## config.mk

```make
export PLATFORM = sky130hd
export DESIGN_NAME = imem_fetch_arbiter_flat
export DESIGN_NICKNAME = d
export VERILOG_FILES = /design/src/rtl/imem_fetch_arbiter_if.sv /design/src/rtl/imem_fetch_arbiter.sv /design/src/flat_wrapper.sv
export SDC_FILE = /design/constraint.sdc
export NUM_CORES = 1
export LEC_CHECK = 0
export CAP_MARGIN = 15
export CORE_MARGIN = 4
export CORE_UTILIZATION = 42
export CTS_CLUSTER_SIZE = 16
export DETAILED_ROUTE_END_ITERATION = 8
export PLACE_DENSITY_LB_ADDON = 0.25
export SETUP_SLACK_MARGIN = 0.05
export SLEW_MARGIN = 20
export SYNTH_ARGS = -nofsm -noshare
export SYNTH_HDL_FRONTEND = slang
export SYNTH_SLANG_ARGS = --single-unit
```

## constraint.sdc

```tcl
create_clock -name clk -period 1.9 [get_ports clk]
set_input_delay 0.19 -clock clk [delete_from_list [all_inputs] [get_ports clk]]
set_output_delay 0.19 -clock clk [all_outputs]
set_load 0.005 [all_outputs]
```

## src/rtl/imem_fetch_arbiter_if.sv

```systemverilog
// ----------------------------------------------------------------------------
// imem_fetch_arbiter_if
// Bundles the three buses around the instruction-memory arbiter:
//   fetch_*  : PC/fetch stage request and the assembled 32-bit instruction
//   ld_*     : boot-loader byte write request and acknowledge
//   mem_*    : the single byte-wide memory port (combinational read data)
// Modports:
//   slave  : the arbiter's view (requests and read data in, grants and bus out)
//   master : the environment's view (fetch stage + loader + memory array)
// ----------------------------------------------------------------------------
interface imem_fetch_arbiter_if #(
    parameter int ADDR_W = 8
);
    logic              fetch_req;
    logic [31:0]       fetch_addr;
    logic              fetch_ready;
    logic              fetch_valid;
    logic [31:0]       fetch_instr;
    logic              fetch_err;

    logic              ld_req;
    logic [ADDR_W-1:0] ld_addr;
    logic [7:0]        ld_data;
    logic              ld_ack;

    logic [ADDR_W-1:0] mem_addr;
    logic              mem_we;
    logic [7:0]        mem_wdata;
    logic [7:0]        mem_rdata;

    modport slave (
        input  fetch_req, fetch_addr, ld_req, ld_addr, ld_data, mem_rdata,
        output fetch_ready, fetch_valid, fetch_instr, fetch_err,
               ld_ack, mem_addr, mem_we, mem_wdata
    );

    modport master (
        output fetch_req, fetch_addr, ld_req, ld_addr, ld_data, mem_rdata,
        input  fetch_ready, fetch_valid, fetch_instr, fetch_err,
               ld_ack, mem_addr, mem_we, mem_wdata
    );
endinterface

```

## src/rtl/imem_fetch_arbiter.sv

```systemverilog
// ----------------------------------------------------------------------------
// imem_fetch_arbiter
// Shares one byte-wide instruction-memory port between the fetch path and the
// program loader. A fetch reads four consecutive bytes and returns them as a
// big-endian 32-bit word; a loader request writes one byte in a single IDLE
// cycle. Simultaneous requests are arbitrated round-robin.
// Ports:
//   clk    : clock, rising edge
//   reset  : synchronous, active-high; gates mem_we/ld_ack and all outputs low
//   bus    : imem_fetch_arbiter_if.slave (fetch, loader and memory buses)
// Parameters:
//   ADDR_W      : memory byte-address width
//   ALIGN_CHECK : 1 = fetch address with [1:0]!=0 returns a fault
// ----------------------------------------------------------------------------
module imem_fetch_arbiter #(
    parameter int ADDR_W      = 8,
    parameter bit ALIGN_CHECK = 1'b1
) (
    input  logic                 clk,
    input  logic                 reset,
    imem_fetch_arbiter_if.slave  bus
);
    typedef enum logic [1:0] {S_IDLE, S_RD, S_RESP} state_t;

    localparam logic GRANT_FETCH = 1'b0;
    localparam logic GRANT_LOAD  = 1'b1;

    state_t            r_state, w_state_next;
    logic [1:0]        r_cnt, w_cnt_next;
    logic              r_last_grant, w_last_grant_next;
    logic [ADDR_W-1:0] r_base, w_base_next;
    logic [23:0]       r_shift, w_shift_next;   // first three bytes of the word
    logic [31:0]       r_instr, w_instr_next;
    logic              r_err, w_err_next;

    logic              w_fetch_win;
    logic              w_ld_win;
    logic              w_fault;

    // Anything above the memory range, or a misaligned address when checking.
    assign w_fault = ((bus.fetch_addr >> ADDR_W) != 32'd0) ||
                     (ALIGN_CHECK && (bus.fetch_addr[1:0] != 2'b00));

    // Round-robin only matters when both ask at once: the side that did not
    // win last time goes first.
    always_comb begin
        w_fetch_win = 1'b0;
        w_ld_win    = 1'b0;
        if (r_state == S_IDLE) begin
            if (bus.fetch_req && bus.ld_req) begin
                w_ld_win    = (r_last_grant == GRANT_FETCH);
                w_fetch_win = (r_last_grant == GRANT_LOAD);
            end else begin
                w_fetch_win = bus.fetch_req;
                w_ld_win    = bus.ld_req;
            end
        end
    end

    always_comb begin
        w_state_next      = r_state;
        w_cnt_next        = r_cnt;
        w_last_grant_next = r_last_grant;
        w_base_next       = r_base;
        w_shift_next      = r_shift;
        w_instr_next      = r_instr;
        w_err_next        = r_err;

        bus.fetch_ready   = 1'b0;
        bus.fetch_valid   = 1'b0;
        bus.fetch_instr   = r_instr;
        bus.fetch_err     = r_err;
        bus.ld_ack        = 1'b0;
        bus.mem_addr      = '0;
        bus.mem_we        = 1'b0;
        bus.mem_wdata     = 8'h00;

        case (r_state)
            S_IDLE: begin
                if (w_ld_win) begin
                    bus.mem_addr      = bus.ld_addr;
                    bus.mem_wdata     = bus.ld_data;
                    bus.mem_we        = 1'b1;
                    bus.ld_ack        = 1'b1;
                    w_last_grant_next = GRANT_LOAD;
                end
                if (w_fetch_win) begin
                    bus.fetch_ready   = 1'b1;
                    w_last_grant_next = GRANT_FETCH;
                    if (w_fault) begin
                        // Faulted fetches never touch the memory port.
                        w_instr_next = 32'h0;
                        w_err_next   = 1'b1;
                        w_state_next = S_RESP;
                    end else begin
                        w_base_next  = bus.fetch_addr[ADDR_W-1:0];
                        w_cnt_next   = 2'd0;
                        w_state_next = S_RD;
                    end
                end
            end
            S_RD: begin
                // Address arithmetic is ADDR_W wide, so reads wrap at the top.
                bus.mem_addr = r_base + {{(ADDR_W-2){1'b0}}, r_cnt};
                w_shift_next = {r_shift[15:0], bus.mem_rdata};
                w_cnt_next   = r_cnt + 2'd1;
                if (r_cnt == 2'd3) begin
                    w_instr_next = {r_shift, bus.mem_rdata};
                    w_err_next   = 1'b0;
                    w_state_next = S_RESP;
                end
            end
            S_RESP: begin
                bus.fetch_valid = 1'b1;
                w_state_next    = S_IDLE;
            end
            default: begin
                w_state_next = S_IDLE;
            end
        endcase

        // Nothing leaves the block while reset is asserted, including the
        // combinational write strobe and acknowledge.
        if (reset) begin
            bus.fetch_ready = 1'b0;
            bus.fetch_valid = 1'b0;
            bus.fetch_instr = 32'h0;
            bus.fetch_err   = 1'b0;
            bus.ld_ack      = 1'b0;
            bus.mem_addr    = '0;
            bus.mem_we      = 1'b0;
            bus.mem_wdata   = 8'h00;
        end
    end

    always_ff @(posedge clk) begin
        if (reset) begin
            r_state      <= S_IDLE;
            r_cnt        <= 2'd0;
            r_last_grant <= GRANT_FETCH;
            r_base       <= '0;
            r_shift      <= 24'h0;
            r_instr      <= 32'h0;
            r_err        <= 1'b0;
        end else begin
            r_state      <= w_state_next;
            r_cnt        <= w_cnt_next;
            r_last_grant <= w_last_grant_next;
            r_base       <= w_base_next;
            r_shift      <= w_shift_next;
            r_instr      <= w_instr_next;
            r_err        <= w_err_next;
        end
    end
endmodule
```

## src/flat_wrapper.sv

```systemverilog
// flat-port wrapper written by rule: the top's interface ports become plain ports
module imem_fetch_arbiter_flat 
#(
    parameter int ADDR_W      = 8,
    parameter bit ALIGN_CHECK = 1'b1
)
  (clk, reset, bus_fetch_req, bus_fetch_addr, bus_ld_req, bus_ld_addr, bus_ld_data, bus_mem_rdata, bus_fetch_ready, bus_fetch_valid, bus_fetch_instr, bus_fetch_err, bus_ld_ack, bus_mem_addr, bus_mem_we, bus_mem_wdata);
  imem_fetch_arbiter_if #(.ADDR_W(ADDR_W)) bus_i ();
  input  logic clk;
  input  logic reset;
  input wire logic [$bits(bus_i.fetch_req)-1:0] bus_fetch_req;
  input wire logic [$bits(bus_i.fetch_addr)-1:0] bus_fetch_addr;
  input wire logic [$bits(bus_i.ld_req)-1:0] bus_ld_req;
  input wire logic [$bits(bus_i.ld_addr)-1:0] bus_ld_addr;
  input wire logic [$bits(bus_i.ld_data)-1:0] bus_ld_data;
  input wire logic [$bits(bus_i.mem_rdata)-1:0] bus_mem_rdata;
  output wire logic [$bits(bus_i.fetch_ready)-1:0] bus_fetch_ready;
  output wire logic [$bits(bus_i.fetch_valid)-1:0] bus_fetch_valid;
  output wire logic [$bits(bus_i.fetch_instr)-1:0] bus_fetch_instr;
  output wire logic [$bits(bus_i.fetch_err)-1:0] bus_fetch_err;
  output wire logic [$bits(bus_i.ld_ack)-1:0] bus_ld_ack;
  output wire logic [$bits(bus_i.mem_addr)-1:0] bus_mem_addr;
  output wire logic [$bits(bus_i.mem_we)-1:0] bus_mem_we;
  output wire logic [$bits(bus_i.mem_wdata)-1:0] bus_mem_wdata;
  assign bus_i.fetch_req = bus_fetch_req;
  assign bus_i.fetch_addr = bus_fetch_addr;
  assign bus_i.ld_req = bus_ld_req;
  assign bus_i.ld_addr = bus_ld_addr;
  assign bus_i.ld_data = bus_ld_data;
  assign bus_i.mem_rdata = bus_mem_rdata;
  assign bus_fetch_ready = bus_i.fetch_ready;
  assign bus_fetch_valid = bus_i.fetch_valid;
  assign bus_fetch_instr = bus_i.fetch_instr;
  assign bus_fetch_err = bus_i.fetch_err;
  assign bus_ld_ack = bus_i.ld_ack;
  assign bus_mem_addr = bus_i.mem_addr;
  assign bus_mem_we = bus_i.mem_we;
  assign bus_mem_wdata = bus_i.mem_wdata;
  imem_fetch_arbiter #(.ADDR_W(ADDR_W), .ALIGN_CHECK(ALIGN_CHECK)) u_core (.clk(clk), .reset(reset), .bus(bus_i));
endmodule
```

### Word-level counts from Yosys, hierarchy flattened

Cells that the tools add are included.

* bits in registers: 70
* input bits: 60
* output and inout bits: 53
* logic and storage cells: 67

* add/sub/neg operators: 2
* eq/ne operators: 7
* muxes and demuxes: 37
* bitwise logic cells: 2
* reduce and logical (&&, ||, !) cells: 12

Operators by type and width (count)
* 32-bit 2-to-1 mux: 4
* 32-bit case mux with 2 select lines: 1
* 8-bit 2-to-1 mux: 5
* 32-bit nonzero test: 1
* 1-bit 2-to-1 mux: 18
* 8-bit case mux with 2 select lines: 1
* 2-bit 2-to-1 mux: 5
* 8-bit by 2-bit adder with 8-bit output: 1
* 2-bit case mux with 2 select lines: 2
* 2-bit by 1-bit != test with 1-bit output, second input constant: 3
* 3-bit AND reduction: 2
* 2-bit nonzero test: 3
* 2-bit == test, second input constant: 2
* 2-bit AND reduction: 2
* 4-bit AND reduction: 1
* 2-bit by 1-bit adder with 2-bit output, second input constant: 1
* 2-bit by 1-bit == test with 1-bit output, second input constant: 1
* 2-bit logical NOT: 1
* 2-bit != test, second input constant: 1
* 1-bit NOT: 2
* 1-bit case mux with 2 select lines: 1
* 1-bit logical AND: 1
* 1-bit logical OR: 1

### Longest topological paths before layout

* depth after elaboration: 6
* depth in mapped cells: 8
* gate-level depth less buffers: 6

### Worst setup path after synthesis

OpenSTA, ideal clock, no wires.

* path type: reg2reg
* start point: register u_core.r_cnt[1]
* end point: register u_core.r_instr[3]
* setup time: 0.092 ns
* arrival time: 1.681 ns
* required time: 1.808 ns
* slack: 0.128 ns
* cell stages (with the launch flop): 9
* buffers on the path: 3
* clock period less this slack: 1.772 ns
* cells stage by stage: dfxtp_1 ha_1 clkbuf_1 and2_0 a31o_1 and2_1 clkbuf_1 buf_2 a311oi_1

* cells in the longest elaborated chain, start to end: 3

Ends and longest elaborated chain
* start, declared: line imem_fetch_arbiter.sv:29 `logic [1:0] r_cnt, w_cnt_next;`
* start signal, assigned: line imem_fetch_arbiter.sv:147 `r_cnt <= w_cnt_next;`
* 2-bit == test: line imem_fetch_arbiter.sv:107 `if (r_cnt == 2'd3) begin`
* 2-bit by 1-bit != test with 1-bit output (no source line)
* 4-bit AND reduction (no source line)
* end signal, assigned: line imem_fetch_arbiter.sv:151 `r_instr <= w_instr_next;`
* end, declared: line imem_fetch_arbiter.sv:33 `logic [31:0] r_instr, w_instr_next;`

No other way between the ends.
A chain may end at the register's enable or synchronous reset.

### Worst setup path after layout

* start point: register u_core.r_base[0]
* end point: output bus_mem_addr[2]

* cells in the longest elaborated chain, start to end: 3

Ends and longest elaborated chain
* start, declared: line imem_fetch_arbiter.sv:31 `logic [ADDR_W-1:0] r_base, w_base_next;`
* start signal, assigned: line imem_fetch_arbiter.sv:149 `r_base <= w_base_next;`
* 8-bit by 2-bit adder with 8-bit output: line imem_fetch_arbiter.sv:104 `bus.mem_addr = r_base + {{(ADDR_W-2){1'b0}}, r_cnt};`
* 8-bit case mux with 2 select lines: line imem_fetch_arbiter.sv:78 `case (r_state)`
* 8-bit 2-to-1 mux: line imem_fetch_arbiter.sv:124 `if (reset) begin`
* end, declared: line flat_wrapper.sv:22 `output wire logic [$bits(bus_i.mem_addr)-1:0] bus_mem_addr;`

No other way between the ends.

==> impl_metrics.ini <==
[logic_synthesis]
yosysSeqAreaShare = 0.401
yosysTopAreaCell = dfxtp_1
synth_seq_cells = 70
async_reset_ff_frac = 0
synthFlopType = dfxtp_1
yosys.area_share.adder = 0.0165
synth-xor-area-share = 0.0100
synth_top_area_frac = 0.401
ys_types = 40
netlist_instances = 424
yosys.cell_count.top_type = nand2_1
syn_area_per_cell_sq_um = 8.24
synth_area_sq_mm = 0.00349
synth_common_cells = 83 x nand2_1, 70 x dfxtp_1, 32 x a21oi_1, 32 x clkbuf_1, 28 x nand3_1
synth_compound_area_frac = 0.233
synth_top_family_by_area = simple AND/OR/NAND/NOR gates
yosys-mux-area-fraction = 0.0172
ys_top_cells_by_area = dfxtp_1 40%, nand2_1 8.9%, a311oi_2 8.2%
synth_nets = 488
synthSimpleGateAreaFrac = 0.256
yosys_warnings = 0
synth_edf_count = 0

[clock_network]
cts_root_buf = clkbuf_8
cts_made_buffers = 9
ctsHoldBuffers = 0
cts_tree = done
cts_sinks = 70
path_clk_slew_ns = 0.07
insertion_delay_ns = 0.35
htreeDepth = 3
ctsLongestPathBuffers = 2

[timing]
hold_viol = 0
rsz0062_at_grt = true
max-slew-margin-rel = 0.787
fmax_mhz = 513
period_minus_slack_ns = 1.95
setup_violations = 4
maxSlewViolCount = 0
period_share = 1.03
worst_slew_pin_slew_ns = 0.315
fin_ws_ns = -0.0476
fin_skew_ns = 0.00732

[detailed_routing]
drtIter0Drc = 92
wire_per_inst_um = 14.8
drtAntennaViolNets = 0
post-route-drc-count = 0
routed_wl_mm = 9.56
viasPerCell = 5.35
firstDrtPassIters = 4
via_count = 3466

[critical_path]
worstPathCellList = ha_4 > fa_2 > xor2_1 > a22oi_1 > nor2_1 > buf_2
crit_arrival_ns = 1.76
startpoint = u_core.r_base[0]$_SDFFE_PP0P_
crit_required_ns = 1.71
crit_buf_inv = 1
crit-reg2reg-launch = u_core.r_cnt[1]$_SDFFE_PP0P_
criticalPathCategory = reg -> out
crit_cells = 6
slowest_stage = fa_2
slowest_delay_ns = 0.40
startpoint_type = flop
reg2reg_depth = 8
cp_max_fo = 3
critPathTopFamily = adder cells
end_kind = output pin

[global_route]
grt_max_degree = 74
antenna_found_initial = 0
grt_pass1_vias = 3384
grt_pass1_wl_mm = 15.9
grt-ovfl-total = 0
grtUsageTotal = 0.197

[status]
status = complete, but fails checks
failed_checks = negative setup slack

[layout]
drive_gt1_frac = 0.192
area_growth_pct = 48.5
antenna_cells = 0
fin_nets = 602

[floorplan]
fp.dieW_um = 99.2
dieHeight_um = 99.2
core_sq_mm = 0.00813
die_area_sq_mm = 0.00984
rows = 33
io_pins = 113
initial_core_util = 0.430

[placed_design]
place_hpwl_mm = 6.74
portBuffers = 112
dpl_worst_slack_ns = -0.218
gp_congestion = 0.881

[run]
cap_violations = 0

[power]
power_density_mw_per_mm2 = 604
power_w = 0.00314
p_leak_nw = 1.92
peakVddDrop_mv = 0.419

[hold_path]
min_path_cells = 2
min_path_type = in -> reg
worstHoldStart = reset
[logic make-up (layout without fill, tap and decap cells)]
logic type / Yosys count / after routing
xor+xnor: 4 / 4
compound gates: 105 / 105
mux: 6 / 6
flops: 70 / 70
fa+ha+maj: 4 / 4
buf+inv: 53 / 172
simple gates: 182 / 182
[metal layers]
metal	wire, um	part of all wire	vias up	track usage
met4	131	0.014	0	0.0693
met2	4950	0.52	95	0.341
met1	3910	0.41	1613	0.228
met3	569	0.060	14	0.0624
met5	0	0	-	0
li1	-	-	1744	-
[flip-flops by register name (all words and copies together) (netlist names)]
| name | cells |
|---|---|
| u_core.r_instr | 32 |
| u_core.r_shift | 24 |
| u_core.r_cnt | 2 |
| u_core.r_state | 2 |
| u_core.r_last_grant | 1 |
| u_core.r_err | 1 |
| u_core.r_base | 8 |
[final timing paths]
check | to | slack, ns
worst max-delay path | bus_mem_addr[2] | -0.05
worst min-delay path | u_core.r_cnt[1]$_SDFFE_PP0P_ | 0.22
worst max register to register | u_core.r_instr[6]$_SDFFE_PP0P_ | 0.12
worst min register to register | u_core.r_instr[31]$_SDFFE_PP0P_ | 0.46
[area by class of cell]
type                            count  area (sq um)
Timing Repair Buffer              143          1390
Sequential cell                    70          1410
Fill cell                         697          2950
Multi-Input combinational cell    301          1980
Clock buffer                       10           138
Clock inverter                      6          83.8
Tap cell                          105           131
Inverter                           13          48.8
[where the power goes]
group          internal (W)  switching [W]
clock network      0.000772       0.000567
registers           0.00147     0.00000338
logic              0.000186       0.000139
[what timing repair did]
item,4_1_cts,5_1_grt
gates resized for setup,66,11
buffers inserted,3,0
endpoints found under the setup margin,20,41
pin swaps,25,15
[per-stage QoR]
step,hold slack [ns],TNS (ns),instances,utilization,cell area [sq um]
after floorplan,0.306,0,424,-,3490
after global placement,0.440,-3.42,629,0.595,4840
after detailed placement,0.452,-4.94,629,0.595,4840
after CTS,0.196,-0.780,648,0.633,5150
after global routing,0.224,-0.682,648,0.638,5190
final,0.217,-0.144,648,0.638,5190
[placed cells by master (no fill, tap or decap), types with 8 or more instances in the layout]
cell type        Yosys  layout
a21oi_1             32      31
a31oi_1             24      24
a311oi_2            19      23
o21ai_0             10       8
nand3_1             28      27
inv_1               13      12
buf_2                4       8
nor2b_1             25      25
and3_1               9       8
nor2_1              12       8
buf_4                1      22
dlygate4sd2_1        0       9
nand2_1             83      82
clkbuf_8             0      10
dfxtp_1             70      65
clkdlybuf4s50_1      0      91
Power figures use the tool's default switching activity.
